File: src/rtl/seg_scan_if.sv
// Handshake/bus bundle between score logic and the seven-segment scan controller.
interface seg_scan_if #(
  parameter int NUM_DIGITS = 4
);
  logic [4*NUM_DIGITS-1:0] value_in;
  logic                    load;
  logic                    lz_en;
  logic [3:0]              bin_out;
  logic [NUM_DIGITS-1:0]   an;
  logic                    frame_done;
  logic                    pending;

  modport master (
    output value_in, load, lz_en,
    input  bin_out, an, frame_done, pending
  );

  modport slave (
    input  value_in, load, lz_en,
    output bin_out, an, frame_done, pending
  );
endinterface

File: src/rtl/seg_scan_controller.sv
// Scans NUM_DIGITS common-anode digits through one shared decoder with a guard gap per digit.
// Outputs registered one cycle behind state; new values apply only at frame wrap (no tearing).
module seg_scan_controller #(
  parameter int NUM_DIGITS   = 4,
  parameter int REFRESH_DIV  = 50000,
  parameter int GUARD_CYCLES = 2
) (
  input  logic       clk,
  input  logic       rst,
  seg_scan_if.slave  bus
);
  localparam int MAX_CNT = (REFRESH_DIV > GUARD_CYCLES) ? REFRESH_DIV : GUARD_CYCLES;
  localparam int CW      = (MAX_CNT > 1) ? $clog2(MAX_CNT) : 1;
  localparam int IW      = (NUM_DIGITS > 1) ? $clog2(NUM_DIGITS) : 1;
  localparam logic [CW-1:0] DRIVE_LAST = CW'(REFRESH_DIV - 1);
  localparam logic [CW-1:0] GUARD_LAST = CW'(GUARD_CYCLES - 1);
  localparam logic [IW-1:0] IDX_LAST   = IW'(NUM_DIGITS - 1);

  typedef enum logic {DRIVE, GUARD} state_t;

  state_t                  state, state_nxt;
  logic [CW-1:0]           div_cnt, div_cnt_nxt;
  logic [IW-1:0]           digit_idx, digit_idx_nxt;
  logic                    boundary;

  logic [4*NUM_DIGITS-1:0] disp_reg, pend_reg;
  logic                    pend_flag;
  logic [3:0]              nib [NUM_DIGITS];
  logic [NUM_DIGITS-1:0]   blank;
  logic [NUM_DIGITS-1:0]   an_nxt, an_reg;
  logic [3:0]              bin_nxt, bin_reg;
  logic                    frame_done_reg;

  for (genvar g = 0; g < NUM_DIGITS; g++) begin : g_nib
    assign nib[g] = disp_reg[4*g +: 4];
  end

  always_ff @(posedge clk or posedge rst) begin
    if (rst) begin
      state     <= DRIVE;
      div_cnt   <= '0;
      digit_idx <= '0;
    end else begin
      state     <= state_nxt;
      div_cnt   <= div_cnt_nxt;
      digit_idx <= digit_idx_nxt;
    end
  end

  always_comb begin
    state_nxt     = state;
    div_cnt_nxt   = div_cnt + 1'b1;
    digit_idx_nxt = digit_idx;
    boundary      = 1'b0;
    case (state)
      DRIVE: begin
        if (div_cnt == DRIVE_LAST) begin
          div_cnt_nxt = '0;
          state_nxt   = GUARD;
        end
      end
      GUARD: begin
        if (div_cnt == GUARD_LAST) begin
          div_cnt_nxt = '0;
          state_nxt   = DRIVE;
          if (digit_idx == IDX_LAST) begin
            digit_idx_nxt = '0;
            boundary      = 1'b1;
          end else begin
            digit_idx_nxt = digit_idx + 1'b1;
          end
        end
      end
    endcase
  end

  // A digit is a leading zero when it and every higher nibble are zero; digit 0 always shows.
  always_comb begin
    logic zero_hi;
    zero_hi = 1'b1;
    blank   = '0;
    for (int i = NUM_DIGITS - 1; i > 0; i--) begin
      zero_hi  = zero_hi & (nib[i] == 4'd0);
      blank[i] = zero_hi;
    end
  end

  always_comb begin
    an_nxt  = '1;
    bin_nxt = bin_reg;
    if (state == DRIVE) begin
      bin_nxt = nib[digit_idx];
      if (!(bus.lz_en && blank[digit_idx]))
        an_nxt[digit_idx] = 1'b0;
    end
  end

  // A load coinciding with the wrap still lets the old pending value reach the display.
  always_ff @(posedge clk or posedge rst) begin
    if (rst) begin
      disp_reg       <= '0;
      pend_reg       <= '0;
      pend_flag      <= 1'b0;
      an_reg         <= '1;
      bin_reg        <= '0;
      frame_done_reg <= 1'b0;
    end else begin
      if (bus.load)
        pend_reg <= bus.value_in;
      if (boundary && pend_flag)
        disp_reg <= pend_reg;
      if (bus.load)
        pend_flag <= 1'b1;
      else if (boundary)
        pend_flag <= 1'b0;
      an_reg         <= an_nxt;
      bin_reg        <= bin_nxt;
      frame_done_reg <= boundary;
    end
  end

  assign bus.an         = an_reg;
  assign bus.bin_out    = bin_reg;
  assign bus.frame_done = frame_done_reg;
  assign bus.pending    = pend_flag;
endmodule

File: src/flat_wrapper.sv
// flat-port wrapper written by rule: the top's interface ports become plain ports
module seg_scan_controller_flat 
#(
  parameter int NUM_DIGITS   = 4,
  parameter int REFRESH_DIV  = 50000,
  parameter int GUARD_CYCLES = 2
)
  (clk, rst, bus_value_in, bus_load, bus_lz_en, bus_bin_out, bus_an, bus_frame_done, bus_pending);
  seg_scan_if #(.NUM_DIGITS(NUM_DIGITS)) bus_i ();
  input  logic clk;
  input  logic rst;
  input wire logic [$bits(bus_i.value_in)-1:0] bus_value_in;
  input wire logic [$bits(bus_i.load)-1:0] bus_load;
  input wire logic [$bits(bus_i.lz_en)-1:0] bus_lz_en;
  output wire logic [$bits(bus_i.bin_out)-1:0] bus_bin_out;
  output wire logic [$bits(bus_i.an)-1:0] bus_an;
  output wire logic [$bits(bus_i.frame_done)-1:0] bus_frame_done;
  output wire logic [$bits(bus_i.pending)-1:0] bus_pending;
  assign bus_i.value_in = bus_value_in;
  assign bus_i.load = bus_load;
  assign bus_i.lz_en = bus_lz_en;
  assign bus_bin_out = bus_i.bin_out;
  assign bus_an = bus_i.an;
  assign bus_frame_done = bus_i.frame_done;
  assign bus_pending = bus_i.pending;
  seg_scan_controller #(.NUM_DIGITS(NUM_DIGITS), .REFRESH_DIV(REFRESH_DIV), .GUARD_CYCLES(GUARD_CYCLES)) u_core (.clk(clk), .rst(rst), .bus(bus_i));
endmodule
File: config.mk
export PLATFORM = sky130hd
export DESIGN_NAME = seg_scan_controller_flat
export DESIGN_NICKNAME = d
export VERILOG_FILES = /design/src/rtl/seg_scan_if.sv /design/src/rtl/seg_scan_controller.sv /design/src/flat_wrapper.sv
export SDC_FILE = /design/constraint.sdc
export NUM_CORES = 1
export LEC_CHECK = 0
export ABC_AREA = 1
export CORE_AREA = 3 3 99 63
export CTS_BUF_LIST = sky130_fd_sc_hd__clkbuf_8 sky130_fd_sc_hd__clkbuf_16
export CTS_CLUSTER_DIAMETER = 150
export DETAILED_ROUTE_END_ITERATION = 7
export DIE_AREA = 0 0 102 66
export GPL_ROUTABILITY_DRIVEN = 0
export PLACE_DENSITY = 0.82
export SKIP_LAST_GASP = 1
export SLEW_MARGIN = 20
export SYNTH_ARGS = -nofsm -noshare
export SYNTH_HDL_FRONTEND = slang
export SYNTH_SLANG_ARGS = --single-unit
File: constraint.sdc
create_clock -name clk -period 2.4 [get_ports clk]
set_clock_uncertainty 0.1 [all_clocks]
set_input_delay 0.36 -clock clk [delete_from_list [all_inputs] [get_ports clk]]
set_output_delay 0.36 -clock clk [all_outputs]
set_load 0.05 [all_outputs]
==> Word-level counts from Yosys, hierarchy flattened <==
Cells that the tools add are included.
W data, S select, Z words.
{ "word_totals": {"register_bits": 61, "latch_bits": 0, "ram_bits": 0, "rom_bits": 0, "in_bits": 20, "output_inout_bits": 10, "elab_cells": 51, "mem_count": 0} }
{ "op_classes": {"add_sub_neg": 2, "n_mul": 0, "div_mod_pow": 0, "n_lt_le_gt_ge": 3, "eq_ne": 3, "n_shift": 0, "muxes": 21, "n_bitwise": 5, "reduce_logical": 8} }
{ "op_table": {"columns": ["operator", "n"], "rows": [
  ["$mux W16", 2],
  ["$pmux W16 S2", 1],
  ["$add A16 B1 Y16 const B", 1],
  ["$eq A16 B1 Y1 const B", 1],
  ["$eq A16 B16 Y1 const B", 1],
  ["$mux W4", 4],
  ["$logic_not A4 Y1", 3],
  ["$mux W1", 9],
  ["$bmux W4 S2", 1],
  ["$not A4 Y4", 1],
  ["$ge A3 B3 Y1 const B", 1],
  ["$logic_and A1 B1 Y1", 3],
  ["$lt A2 B3 Y1 const B", 1],
  ["$not A2 Y3", 1],
  ["$add A2 B1 Y2 const B", 1],
  ["$and A1 B1 Y1", 2],
  ["$bmux W1 S2", 1],
  ["$demux W1 S2", 1],
  ["$eq A2 B2 Y1 const B", 1],
  ["$ge A2 B1 Y1 const B", 1],
  ["$mux W2", 1],
  ["$pmux W1 S2", 1],
  ["$reduce_and A2 Y1", 1],
  ["$reduce_bool A2 Y1", 1],
  ["$not A1 Y1", 1]
]} }

==> Longest topological paths before layout <==
{ "depth": {"depth_word": 8, "mapped_depth": 11, "mapped_depth_nobuf": 10} }

==> Least setup slack after synthesis <==
Ideal clock, no wire load.
{ "synth_timing": {"path_type": "reg2reg", "from": "register u_core.div_cnt[1]", "to": "register u_core.disp_reg[15]", "setup_ns": 0.065, "arrival_time_ns": 1.361, "setup_slack_ns": 0.874, "path_stages_with_launch": 12, "n_path_buf": 1, "period_less_slack_ns": 1.526, "path_cell_list": "dfrtp_1 inv_1 ha_1 inv_1 nor2_1 nand2_1 nor2_4 nand3_4 nor2_8 buf_8 nand3_1 nand2_1"} }
{ "synth_via": {"elab_chain_cells": 4} }
{ "synth_lines": {"columns": ["item", "line", "rtl"], "rows": [
  ["start: declaration", "seg_scan_controller.sv:22", "logic [CW-1:0] div_cnt, div_cnt_nxt;"],
  ["start signal: assignment", "seg_scan_controller.sv:45", "div_cnt <= div_cnt_nxt;"],
  ["$eq A16 B1 Y1", "seg_scan_controller.sv:63", "if (div_cnt == GUARD_LAST) begin"],
  ["$mux W1", "seg_scan_controller.sv:63", null],
  ["$mux W1", "seg_scan_controller.sv:55", "case (state)"],
  ["net u_core.boundary", "seg_scan_controller.sv:24", "logic boundary;"],
  ["$logic_and A1 B1 Y1", "seg_scan_controller.sv:110", "if (boundary && pend_flag)"],
  ["end signal: assignment", "seg_scan_controller.sv:111", "disp_reg <= pend_reg;"],
  ["end: declaration", "seg_scan_controller.sv:26", "logic [4*NUM_DIGITS-1:0] disp_reg, pend_reg;"]
]} }
The timed path passes the listed nets, and every way through them passes these cells.
A chain may end at the register's enable or synchronous reset.

==> Final worst setup path <==
{ "layout_timing": {"from": "register u_core.an_reg[1], in the netlist u_core.bus.an[1]", "to": "output bus_an[1]"} }
{ "layout_lines": {"columns": ["item", "line", "rtl"], "rows": [
  ["start: declaration", "seg_scan_controller.sv:30", "logic [NUM_DIGITS-1:0] an_nxt, an_reg;"],
  ["start signal: assignment", "seg_scan_controller.sv:116", "an_reg <= an_nxt;"],
  ["end: declaration", "flat_wrapper.sv:16", "output wire logic [$bits(bus_i.an)-1:0] bus_an;"]
]} }
No word-level cell between the ends.

==> results.txt <==
post-route cell area: 3470 um2
FILL cells: 476
drt initial violations: 236
Leak: 1.79 nW
dpl hpwl: 4700 um
count leader, synth: nand2_1
pre-CTS WS: 589 ps
largest net degree at the start of global routing: 62
sequential area share after synthesis: 51.1%
setup TNS: 0 ps
slowest CP cell: clkdlybuf4s50_1
Max FO, Critical Path: 1
asr flop ratio synth: 100%
P&R area growth vs syn: 15.9%
cts bufs inserted: 9
Routed Antenna Nets: 0
post-synthesis cell count: 364
core area: 5470 um2
Worst Path Buf+Inv: 1
Area after DPL: 3310 um2
achievable frequency: 0.478 GHz
kind of critical path: reg -> out
area leader, netlist: dfrtp_1
placed insts: 453
number of distinct library cells after synthesis: 30
Root Buffer: clkbuf_8
Synth Area per Inst: 8.23 um2
Mapped Area: 3000 um2
unrepaired setup endpoints after global routing: no
Antenna Cells: 0
Worst path max stage delay: 790 ps
starting density of the core: 54.8%
share of cells above drive strength 1: 8.77%
routed wire length: 6420 um
vias per inst: 5.28
Worst-Margin Slew: 540 ps
Post-Syn Nets: 390
DRC: 0
Synth Register Bits: 61
largest cells by area after synthesis: dfrtp_1 48%, nand2_1 15%, nor2_1 5.9%
via count: 2,469
Post-CTS Setup Inserts: 0
DR WL/cell: 13.7 um
cts hold-fix bufs: 0
Tot GR Track Use: 20.9%
TritonCTS clock tree: done
worst skew pair latency: 330 ps
Rows: 21
Max Slew Vio Count: 0
Non-Filler Instances: 468
P per Cell Area: 549 nW/um2
die width: 102 um
hold crit path type: in -> async
PnR worst setup slack: 306 ps
Commonest cells post-synth: 117 x nand2_1, 57 x dfrtp_1, 47 x nor2_1, 31 x nand3_1, 29 x inv_1
multi-input logic area: 1250 um2
H-tree levels: 3
iteration count of the initial detailed-routing pass: 5
Clock Sinks: 61
Post-synth EDFFs: 0
CP top delay family: buffers and inverters
IO Pins: 30
status: finished, final reports clean
cts repair resizes: 0
CP required: 1940 ps
initial antenna violation count: 0
Port Buffers: 29
Die ar.: 6730 um2
clock period minus worst slack: 2090 ps
DIE HEIGHT: 66 um
startpoint types: flip-flop
YS warnings: 0
fin nets: 421
buffer depth of the longest clock path: 2
FF+latch area: 1530 um2
first-pass GRT wire length: 10,600 um
Final setup viols: 0
maxcap violations: 0
Reg clk slew, reported paths: 70 ps
Tcrit/Tclk final: 87.2%
top cell type's share of synthesized area: 47.6%
Remaining Overflow, GRT: 0
Slew headroom: 63.9%
CP cell instances: clkdlybuf4s50_1
vias in the first global route: 2,135
CP arrival: 1630 ps
maximum VDD drop: 330 uV
Hold Violations, Final: 0
Top FF cell, synth: dfrtp_1
Worst setup EP type: output pin
[logic make-up after synthesis]
logic type,Yosys count,synth area share (%)
AOI/OAI and AO/OA,25,4.55
xor gates and xnor gates,9,2.63
adders and majority gates,6,2.51
buffers and inverters,43,7.02
DFF,61,51.1
and+or+nand+nor,220,32.2
[power by group]
part            total, W  leakage (nW)  switching, W  internal (W)
Sequential       0.00107         0.790     0.0000143       0.00105
Clock           0.000749        0.0957      0.000367      0.000382
Combinational  0.0000884         0.906     0.0000457     0.0000428
Total            0.00190          1.79      0.000427       0.00148
[area by class of cell]
class | count | area share, %
multi-input cells | 260 | 36.1
clock buffers | 10 | 3.96
repair buffers | 32 | 9.37
inverters | 31 | 3.35
well taps | 69 | 2.49
clock inverters | 5 | 0.613
flip-flops and latches | 61 | 44.1
[final timing paths]
check / from / slack [ps] / end / cells after the start
max reg2reg: u_core.digit_idx[0] / 550 / u_core.disp_reg[2] / 6
min: rst / 300 / u_core.div_cnt[13] / 3
min in group clk: u_core.pend_reg[8] / 370 / u_core.pend_reg[8] / 2
max: u_core.bus.an[1] / 310 / bus_an[1] / 1
max in group asynchronous: rst / 1600 / u_core.bus.an[0] / 3
min reg2reg: u_core.pend_reg[8] / 370 / u_core.pend_reg[8] / 2
[cells in the final DEF (no fill, tap or decap)]
| cell type | count |
|---|---|
| a21oi_1 | 8 |
| a31oi_1 | 5 |
| buf_12 | 1 |
| buf_4 | 2 |
| clkbuf_8 | 10 |
| clkdlybuf4s50_1 | 29 |
| clkinv_1 | 1 |
| clkinv_2 | 2 |
| dfrtp_1 | 57 |
| dfstp_2 | 4 |
| ha_1 | 6 |
| inv_1 | 31 |
| inv_2 | 2 |
| nand2_1 | 117 |
| nand2_2 | 2 |
| nand3_1 | 31 |
| nand3_2 | 1 |
| nand3_4 | 1 |
| nand4_1 | 3 |
| nor2_1 | 47 |
| nor2_2 | 6 |
| nor2_4 | 3 |
| nor2_8 | 1 |
| nor3_1 | 7 |
| nor3b_1 | 1 |
| o211ai_1 | 1 |
| o21a_1 | 1 |
| o21ai_0 | 9 |
| o21ai_1 | 1 |
| xnor2_1 | 1 |
| xor2_1 | 8 |
[stage by stage]
step                      hold slack, ps  total power [W]  util, %
after global routing                 327          0.00198     63.5
after CTS                            298          0.00192     63.5
after floorplan                      337          0.00112        -
after global placement               356          0.00117     60.6
after detailed placement             361          0.00118     60.6
final                                295          0.00190     63.5
[metal layers]
metal | vias to the layer above | wire, um | track usage (%)
li1 | 1206 | - | -
met1 | 1151 | 3360 | 34.7
met2 | 105 | 2470 | 25.3
met3 | 7 | 522 | 5.16
met4 | 0 | 65 | 7.36
met5 | - | 0 | 0
Note: power is estimated with default switching activity, not from simulation.
